### config.mk
export PLATFORM = sky130hd
export DESIGN_NAME = fetch_unit_flat
export DESIGN_NICKNAME = d
export VERILOG_FILES = /design/src/rtl/core_pkg.sv /design/src/rtl/fetch_unit_if.sv /design/src/rtl/fetch_queue.sv /design/src/rtl/fetch_unit.sv /design/src/flat_wrapper.sv
export SDC_FILE = /design/constraint.sdc
export NUM_CORES = 1
export LEC_CHECK = 0
export ABC_AREA = 1
export CAP_MARGIN = 20
export CORE_UTILIZATION = 56
export CTS_CLUSTER_SIZE = 28
export DETAILED_ROUTE_END_ITERATION = 8
export HOLD_SLACK_MARGIN = 0.1
export PLACE_DENSITY_LB_ADDON = 0.15
export SLEW_MARGIN = 0
export SYNTH_ARGS = -nofsm -noshare
export SYNTH_HDL_FRONTEND = slang
export SYNTH_SLANG_ARGS = --single-unit
export TNS_END_PERCENT = 100
### constraint.sdc
create_clock -name clk -period 3.65 [get_ports clk]
set_input_delay 1.095 -clock clk [delete_from_list [all_inputs] [get_ports clk]]
set_output_delay 1.095 -clock clk [all_outputs]
set_load 0.02 [all_outputs]
### src/rtl/core_pkg.sv
// Shared core definitions: datapath width, reset PC, fetch step and queue entry type.
package core_pkg;

  localparam int unsigned XLEN = 32;
  localparam logic [XLEN-1:0] RESET_PC = '0;
  localparam int unsigned INSTR_STEP = 4;

  typedef struct packed {
    logic [XLEN-1:0] pc;
    logic [XLEN-1:0] instr;
    logic            filled;
  } fetch_entry_t;

endpackage

### src/rtl/fetch_unit_if.sv
// Fetch-stage bus bundle: IMEM request/response, redirect and the decode-facing handshake.
interface fetch_unit_if #(
  parameter int unsigned XLEN = core_pkg::XLEN
);

  logic            imem_req_valid;
  logic            imem_req_ready;
  logic [XLEN-1:0] imem_req_addr;
  logic            imem_resp_valid;
  logic [XLEN-1:0] imem_resp_data;
  logic            redirect_valid;
  logic [XLEN-1:0] redirect_pc;
  logic            if_valid;
  logic            if_ready;
  logic [XLEN-1:0] if_pc;
  logic [XLEN-1:0] if_instr;

  // Fetch unit side.
  modport master (
    output imem_req_valid, imem_req_addr, if_valid, if_pc, if_instr,
    input  imem_req_ready, imem_resp_valid, imem_resp_data, redirect_valid, redirect_pc,
    input  if_ready
  );

  // Memory / decode / redirect source side.
  modport slave (
    input  imem_req_valid, imem_req_addr, if_valid, if_pc, if_instr,
    output imem_req_ready, imem_resp_valid, imem_resp_data, redirect_valid, redirect_pc,
    output if_ready
  );

endinterface

### src/rtl/fetch_queue.sv
// In-order fetch buffer: entries are allocated at request time, filled as responses return
// and popped by decode. Flush empties the buffer in one cycle.
module fetch_queue import core_pkg::*; #(
  parameter int unsigned DEPTH = 4,
  parameter int unsigned CntW  = $clog2(DEPTH) + 1
) (
  input  logic            clk,
  input  logic            rst,
  input  logic            flush,
  input  logic            alloc,
  input  logic [XLEN-1:0] alloc_pc,
  input  logic            fill,
  input  logic [XLEN-1:0] fill_data,
  input  logic            pop,
  output logic [CntW-1:0] count,
  output logic [CntW-1:0] pending,
  output fetch_entry_t    head
);

  localparam int unsigned PtrW = $clog2(DEPTH);

  fetch_entry_t    entries_q [DEPTH];
  logic [PtrW-1:0] alloc_ptr_q, fill_ptr_q, head_ptr_q;
  logic [CntW-1:0] count_q, pend_q;

  assign count   = count_q;
  assign pending = pend_q;
  assign head    = entries_q[head_ptr_q];

  // Pointer, occupancy and storage update; alloc/fill/pop never target the same entry.
  always_ff @(posedge clk) begin
    if (rst) begin
      alloc_ptr_q <= '0;
      fill_ptr_q  <= '0;
      head_ptr_q  <= '0;
      count_q     <= '0;
      pend_q      <= '0;
      for (int unsigned i = 0; i < DEPTH; i++) entries_q[i] <= '0;
    end else if (flush) begin
      alloc_ptr_q <= '0;
      fill_ptr_q  <= '0;
      head_ptr_q  <= '0;
      count_q     <= '0;
      pend_q      <= '0;
      for (int unsigned i = 0; i < DEPTH; i++) entries_q[i].filled <= 1'b0;
    end else begin
      if (alloc) begin
        entries_q[alloc_ptr_q].pc     <= alloc_pc;
        entries_q[alloc_ptr_q].filled <= 1'b0;
        alloc_ptr_q                   <= alloc_ptr_q + PtrW'(1);
      end
      if (fill) begin
        entries_q[fill_ptr_q].instr  <= fill_data;
        entries_q[fill_ptr_q].filled <= 1'b1;
        fill_ptr_q                   <= fill_ptr_q + PtrW'(1);
      end
      if (pop) begin
        entries_q[head_ptr_q].filled <= 1'b0;
        head_ptr_q                   <= head_ptr_q + PtrW'(1);
      end
      count_q <= count_q + CntW'(alloc) - CntW'(pop);
      pend_q  <= pend_q + CntW'(alloc) - CntW'(fill);
    end
  end

endmodule

### src/rtl/fetch_unit.sv
// Decoupled instruction fetch: owns the fetch PC, issues pipelined IMEM requests against a
// credit of queue slots plus owed-but-flushed responses, and handles redirects.
module fetch_unit import core_pkg::*; #(
  parameter int unsigned     XLEN     = core_pkg::XLEN,
  parameter int unsigned     DEPTH    = 4,
  parameter logic [XLEN-1:0] RESET_PC = core_pkg::RESET_PC
) (
  input  logic         clk,
  input  logic         rst,
  fetch_unit_if.master bus
);

  localparam int unsigned CntW = $clog2(DEPTH) + 1;

  logic [XLEN-1:0] fetch_pc_q, fetch_pc_d;
  logic [CntW-1:0] drop_cnt_q, drop_cnt_d;
  logic [CntW-1:0] count, pending;
  logic [CntW:0]   inflight;
  fetch_entry_t    head;
  logic            alloc, fill, pop;

  // Credit covers queued entries and responses still owed for flushed requests.
  assign inflight           = {1'b0, count} + {1'b0, drop_cnt_q};
  assign bus.imem_req_valid = !rst && !bus.redirect_valid && (inflight < (CntW + 1)'(DEPTH));
  assign bus.imem_req_addr  = fetch_pc_q;

  assign alloc = bus.imem_req_valid && bus.imem_req_ready;
  assign fill  = bus.imem_resp_valid && !bus.redirect_valid && (drop_cnt_q == '0);
  assign pop   = head.filled && bus.if_ready;

  assign bus.if_valid = head.filled;
  assign bus.if_pc    = head.pc;
  assign bus.if_instr = head.instr;

  // Next fetch PC and drop count; redirect wins over issue and response bookkeeping.
  always_comb begin
    fetch_pc_d = fetch_pc_q;
    drop_cnt_d = drop_cnt_q;
    if (bus.redirect_valid) begin
      fetch_pc_d = bus.redirect_pc & ~XLEN'(3);
      // Every unfilled entry is now owed; a response arriving this cycle pays one back.
      drop_cnt_d = drop_cnt_q + pending - CntW'(bus.imem_resp_valid);
    end else begin
      if (alloc) fetch_pc_d = fetch_pc_q + XLEN'(INSTR_STEP);
      if (bus.imem_resp_valid && (drop_cnt_q != '0)) drop_cnt_d = drop_cnt_q - CntW'(1);
    end
  end

  // Fetch PC and drop count registers.
  always_ff @(posedge clk) begin
    if (rst) begin
      fetch_pc_q <= RESET_PC;
      drop_cnt_q <= '0;
    end else begin
      fetch_pc_q <= fetch_pc_d;
      drop_cnt_q <= drop_cnt_d;
    end
  end

  fetch_queue #(
    .DEPTH (DEPTH),
    .CntW  (CntW)
  ) u_queue (
    .clk       (clk),
    .rst       (rst),
    .flush     (bus.redirect_valid),
    .alloc     (alloc),
    .alloc_pc  (fetch_pc_q),
    .fill      (fill),
    .fill_data (bus.imem_resp_data),
    .pop       (pop),
    .count     (count),
    .pending   (pending),
    .head      (head)
  );

endmodule

### src/flat_wrapper.sv
// flat-port wrapper written by rule: the top's interface ports become plain ports
module fetch_unit_flat import core_pkg::*;
#(
  parameter int unsigned     XLEN     = core_pkg::XLEN,
  parameter int unsigned     DEPTH    = 4,
  parameter logic [XLEN-1:0] RESET_PC = core_pkg::RESET_PC
)
  (clk, rst, bus_imem_req_valid, bus_imem_req_addr, bus_if_valid, bus_if_pc, bus_if_instr, bus_imem_req_ready, bus_imem_resp_valid, bus_imem_resp_data, bus_redirect_valid, bus_redirect_pc, bus_if_ready);
  fetch_unit_if #(.XLEN(XLEN)) bus_i ();
  input  logic clk;
  input  logic rst;
  output wire logic [$bits(bus_i.imem_req_valid)-1:0] bus_imem_req_valid;
  output wire logic [$bits(bus_i.imem_req_addr)-1:0] bus_imem_req_addr;
  output wire logic [$bits(bus_i.if_valid)-1:0] bus_if_valid;
  output wire logic [$bits(bus_i.if_pc)-1:0] bus_if_pc;
  output wire logic [$bits(bus_i.if_instr)-1:0] bus_if_instr;
  input wire logic [$bits(bus_i.imem_req_ready)-1:0] bus_imem_req_ready;
  input wire logic [$bits(bus_i.imem_resp_valid)-1:0] bus_imem_resp_valid;
  input wire logic [$bits(bus_i.imem_resp_data)-1:0] bus_imem_resp_data;
  input wire logic [$bits(bus_i.redirect_valid)-1:0] bus_redirect_valid;
  input wire logic [$bits(bus_i.redirect_pc)-1:0] bus_redirect_pc;
  input wire logic [$bits(bus_i.if_ready)-1:0] bus_if_ready;
  assign bus_imem_req_valid = bus_i.imem_req_valid;
  assign bus_imem_req_addr = bus_i.imem_req_addr;
  assign bus_if_valid = bus_i.if_valid;
  assign bus_if_pc = bus_i.if_pc;
  assign bus_if_instr = bus_i.if_instr;
  assign bus_i.imem_req_ready = bus_imem_req_ready;
  assign bus_i.imem_resp_valid = bus_imem_resp_valid;
  assign bus_i.imem_resp_data = bus_imem_resp_data;
  assign bus_i.redirect_valid = bus_redirect_valid;
  assign bus_i.redirect_pc = bus_redirect_pc;
  assign bus_i.if_ready = bus_if_ready;
  fetch_unit #(.XLEN(XLEN), .DEPTH(DEPTH), .RESET_PC(RESET_PC)) u_core (.clk(clk), .rst(rst), .bus(bus_i));
endmodule
==> reports/metrics.cfg <==
[pwr]
power_density_mw_per_mm2=455
peakVddDrop_v=0.000354
leakagePower_nw=6.61

[synth]
synth-edff-count=248
synthTopCellsByArea=edfxtp_1 54%, nor2_1 12%, dfxtp_1 7.4%
netlist-cell-type-count=30
synth.top_cells.by_count=440 x nor2_1, 248 x edfxtp_1, 196 x nand2_1, 150 x o21ai_0, 121 x inv_1
syn_inst=1503
avgSynthCellArea_um2=9.23
ys_ff_latch=299
synth_top_area_share_pct=53.7
synth_top_area_cell=edfxtp_1
synth.yosys.seq_area_share_pct=61.0
synth.most_common_cell=nor2_1
ys_warn_count=0
netlist_area_mm2=0.0139
synth-main-ff-cell=edfxtp_1
async_reset_ff_share_pct=0

[place]
dpl_cell_area_mm2=0.0160
port_buffers=161
hpwl_um=21000
finalWeightedCongestion=0.908
dpl.cell_count=1943
pre_cts_ws_ns=0.0690

[setup_path]
path_class=input pin to output pin
start_kind=input pin
worstPathRequired_ns=2.55
cp_max_fo=2
cp-end-kind=output pin
arrival_ns=2.48

[layout]
area_growth_pct=21.9
drive_above_1_share_pct=5.26
fin_cells=1997
diodes=0
fin_area_mm2=0.0169
fin_nets=1748

[route]
firstDrtPassIters=6
drtIter0Drc=966
ant_nets=0
vias=10992
drt_wl_total_um=34100
routed_via_density=5.50
wl_per_cell_um=17.1
drc=0

[run_status]
outcome=finished, final reports clean

[global_route]
grt_overflow=0
gr-usage-all-layers_pct=27.0
grt_antenna_before_repair=0
grt_pass1_wl_um=54000
grt_max_degree=69
grt_pass1_vias=10682

[floorplan]
die_w_um=159
ios=168
start_util_pct=57.0
dieArea_mm2=0.0254
rows=57
coreArea_mm2=0.0243
die_y_um=159

[cts]
cts_setup_buffers=0
root_buffer=clkbuf_16
cts_tree=done
clock_path_buffers=3
hold_buffers=0
clkTransAtPathRegs_ns=0.06
clkLatencyLatePin_ns=0.55
cts_max_level=1
cts_buffers=30
clock_sinks=299

[sta]
setup_viol=0
slew_viol_final=0
fin_crit_sh_pct=97.9
fin_ws_ns=0.0779
clock_skew_ns=0.0124
period_minus_slack_ns=3.57
hold_violations=0
fin_setup_tns_ns=0
rsz0062_at_grt=false
hold_slack_ns=0.536
fmax_mhz=280

[flow_run]
drv_cap=0

[hold_path]
worstHoldPathType=register to register

## metrics by stage
step	utilization [%]	power (mW)
after floorplan	-	4.44
after global placement	65.7	4.83
after detailed placement	65.7	4.85
after CTS	69.5	7.72
after global routing	69.5	7.94
final	69.5	7.70
## final timing paths
kind	end	from	slack (ns)	cells past startpoint
max reg2reg	u_core.u_queue.count[2]$_SDFF_PP0_	register	0.60	13
min	u_core.u_queue.alloc_ptr_q[1]$_SDFFE_PP0P_	u_core.u_queue.alloc_ptr_q[1]$_SDFFE_PP0P_	0.54	2
min reg2reg	u_core.u_queue.alloc_ptr_q[1]$_SDFFE_PP0P_	u_core.u_queue.alloc_ptr_q[1]$_SDFFE_PP0P_	0.54	2
max	bus_imem_req_valid	bus_redirect_valid	0.08	5
## cell type report
cell class / count / area (µm²)
Fill cell: 1852 / 7410
Inverter: 124 / 472
Multi-Input combinational cell: 1000 / 4580
Clock inverter: 11 / 97.6
Tap cell: 324 / 405
Sequential cell: 299 / 8470
Clock buffer: 43 / 831
Timing Repair Buffer: 196 / 2050
## layout by cell type (no fill, tap or decap), types with 21 or more instances in the layout
| master | instances |
|---|---|
| ha_1 | 24 |
| o22ai_1 | 62 |
| nand2_1 | 196 |
| dfxtp_1 | 49 |
| a21oi_1 | 30 |
| clkbuf_16 | 31 |
| nand3_1 | 60 |
| edfxtp_1 | 248 |
| buf_4 | 21 |
| nor2_1 | 440 |
| inv_1 | 120 |
| clkdlybuf4s50_1 | 161 |
| o21ai_0 | 150 |
## timing repair
item,CTS,global route
endpoints found under the setup margin,4,33
cloned,0,0
resized for setup,1,1
## cells by family after synthesis
| kind of cell | count (synthesis) | synth area share, % |
|---|---|---|
| xor+xnor | 10 | 0.631 |
| other cells | 1 | 0.0270 |
| fa+ha+maj | 27 | 2.60 |
| compound gates | 246 | 9.46 |
| simple gates | 713 | 20.2 |
| buf+inv | 207 | 6.04 |
| flops | 299 | 61.0 |
## worst max-delay path: stages
cell	delay (ns)
clkdlybuf4s50_1	0.46
nor2_4	0.13
nand2_2	0.06
nor2_2	0.12
clkdlybuf4s50_1	0.61
## metal layers
layer	share of wire, %	vias to the layer above	track usage (%)	wire [µm]
li1	-	5290	-	-
met1	41	5176	35.3	14000
met2	49	456	46.0	16700
met3	7.2	70	3.88	2440
met4	2.8	0	9.53	943
met5	0	-	0	0
## power by group
part / switching (mW) / internal (mW) / leakage, nW / total, mW
clock: 1.22 / 1.71 / 0.452 / 2.92
combinational: 0.509 / 0.350 / 3.17 / 0.859
sequential: 0.0798 / 3.84 / 2.99 / 3.92
## flip-flops by register name, summed over array words and instances, names as in the netlist, named ones only
register and flops:
u_core.bus.imem_req_addr 30, u_core.drop_cnt_q 3, u_core.u_queue.alloc_ptr_q 2, u_core.u_queue.count 3, u_core.u_queue.entries_q 252, u_core.u_queue.fill_ptr_q 2, u_core.u_queue.head_ptr_q 2, u_core.u_queue.pending 3
No activity file was read; power rests on OpenSTA's default activity.
==> RTL change (config.mk and constraints unchanged) <==
The package constant `XLEN` goes from 32 to 40.
--- a/src/rtl/core_pkg.sv
+++ b/src/rtl/core_pkg.sv
@@ -1,7 +1,7 @@
 // Shared core definitions: datapath width, reset PC, fetch step and queue entry type.
 package core_pkg;
 
-  localparam int unsigned XLEN = 32;
+  localparam int unsigned XLEN = 40;
   localparam logic [XLEN-1:0] RESET_PC = '0;
   localparam int unsigned INSTR_STEP = 4;
 
Ports: changed (5 resized); port bits go from 168 to 208. No check against the original RTL was run, so the function may have changed too.
==> RTL change against the unedited design <==
Cell area up 24%. Fmax up 0.43%. Setup slack better by 0.015 ns. Wire length up 30%. Power up 29%. Clock skew up 0.0027 ns. Synthesized area up 22%. Combinational power up 27%. Register-to-register slack better by 0.09 ns. Sequential cell count up 72. Critical path type is now flop to primary output.
==> RTL change: results <==
clocking:
  clk_latency_ns: 0.52
  cts_inserted_buffers: 39
  cts_max_level: 2
global_route:
  grt_pass1_vias: 12957
  grt_max_degree: 95
  track_usage_pct: 28.22
  grt_pass1_wl_um: 67490
critical_path:
  r2r_end: "u_core.u_queue.count[2]"
  startpoint_type: "flop"
  critPathCapture: "bus_if_pc[25]"
  arrival_ns: 2.46
  crit_family: "buffers and inverters"
  rrSetupSlack_ns: 0.69
  worstRegToRegCells: 14
  critical_path.max_stage_delay_ns: 0.68
  crit_fanout: 41
synth:
  ys_top_cells_by_count: "nor2_1 (540), edfxtp_1 (312), o21ai_0 (200)"
  netlist-cell-type-count: 31
  seq_area_frac_synth_pct: 62.32
  synth_warnings: 0
  synth-edff-count: 312
  synth.area.top_cells: "edfxtp_1 (55%), nor2_1 (12%), dfxtp_1 (7.0%), o21ai_0 (5.9%), nand2_1 (4.1%)"
  async_reset_ff_share_pct: 0
timing:
  worstMarginPinSlew_ns: 0.5848
  fin_worst_skew_ns: 0.01504
placed_design:
  portBuffers: 201
  place_congestion: 0.9683
  hpwl_um: 26430
run_status:
  status: "complete, no violations"
power_and_ir_drop:
  p_leak_nw: 8.122
  irDropWorstVdd_v: 0.0002938
  p_switching_w: 0.002313
detailed_routing:
  wl_um: 44300
  dr.pass1.iters: 5
  vias_per_cell: 5.635
  first_iter_violations: 1297
final_layout:
  largest_reg_flops: 316
  nets: 2088
  drive_gt1_share_pct: 6.094
hold_path:
  hp-class: "flop to flop"
[RTL change: worst register-to-register path, cell delays in order (launching register included)]
cell,delay [ns]
dfxtp_4,0.43
inv_6,0.19
buf_16,0.26
o21ai_0,0.18
o22ai_1,0.26
nand2_1,0.12
inv_1,0.10
ha_1,0.23
inv_1,0.06
ha_1,0.13
inv_1,0.04
fa_1,0.37
xnor2_1,0.15
or2_2,0.28
a21oi_1,0.11
[RTL change: power by group through the flow]
stage | Sequential [W] | Combinational [W] | Clock, W
floorplan | 0.00497 | 0.000544 | 0
detailed placement | 0.00496 | 0.00108 | 0
global placement | 0.00495 | 0.00107 | 0
finish | 0.00487 | 0.00109 | 0.00395
CTS | 0.00487 | 0.00109 | 0.00397
global route | 0.00489 | 0.00118 | 0.00415
[RTL change: cells by family after synthesis]
family	share of synthesized area, %
flip-flops	62.32
AO/OA/AOI/OAI	10.46
buffers and inverters	5.735
adder cells (fa/ha/maj)	2.128
other	0.02215
XOR/XNOR	1.397
AND/OR/NAND/NOR	17.94
[RTL change: timing repair]
item | CTS | global route
cloned | 1 | 1
setup endpoints to repair | 11 | 49
gates resized for setup | 9 | 8
setup buffers | 0 | 1
[RTL change: layer usage]
metal	vias up	wire (um)	track usage, %
met4	0	1113	9.312
met3	80	3781	4.242
li1	6353	-	-
met2	651	21560	47.73
met1	6396	17840	37.30
met5	-	0	0
[RTL change: area by class of cell]
| cell class | instances | area (um^2) |
|---|---|---|
| Inverter | 143 | 543.0 |
| Clock buffer | 56 | 1102 |
| Timing Repair Buffer | 250 | 2631 |
| Fill cell | 2210 | 8796 |
| Clock inverter | 12 | 165.2 |
| Multi-Input combinational cell | 1170 | 5436 |
| Tap cell | 390 | 488.0 |
| Sequential cell | 371 | 10560 |
[RTL change: worst min path at each step]
stage                            startpoint                      end  cells after the start
floorplan           u_core.u_queue.count[2]  u_core.u_queue.count[2]                      2
global placement    u_core.u_queue.count[2]  u_core.u_queue.count[2]                      2
detailed placement  u_core.u_queue.count[2]  u_core.u_queue.count[2]                      2
CTS                 u_core.u_queue.count[2]  u_core.u_queue.count[2]                      2
global route        u_core.u_queue.count[2]  u_core.u_queue.count[2]                      2
finish              u_core.u_queue.count[2]  u_core.u_queue.count[2]                      2
[RTL change: through the flow]
stage | hold slack (ns) | std cells | cell area (um^2) | total power, W | setup slack, ns
2_1_floorplan | 0.4561 | 1788 | 16940 | 0.005511 | 0.3566
3_3_place_gp | 0.4803 | 2321 | 19550 | 0.006016 | 0.03531
3_5_place_dp | 0.4814 | 2321 | 19550 | 0.006035 | 0.03573
4_1_cts | 0.4950 | 2390 | 20860 | 0.009932 | 0.01625
5_1_grt | 0.5084 | 2392 | 20920 | 0.01022 | 0.009867
6_report | 0.4975 | 2392 | 20920 | 0.009909 | 0.09313
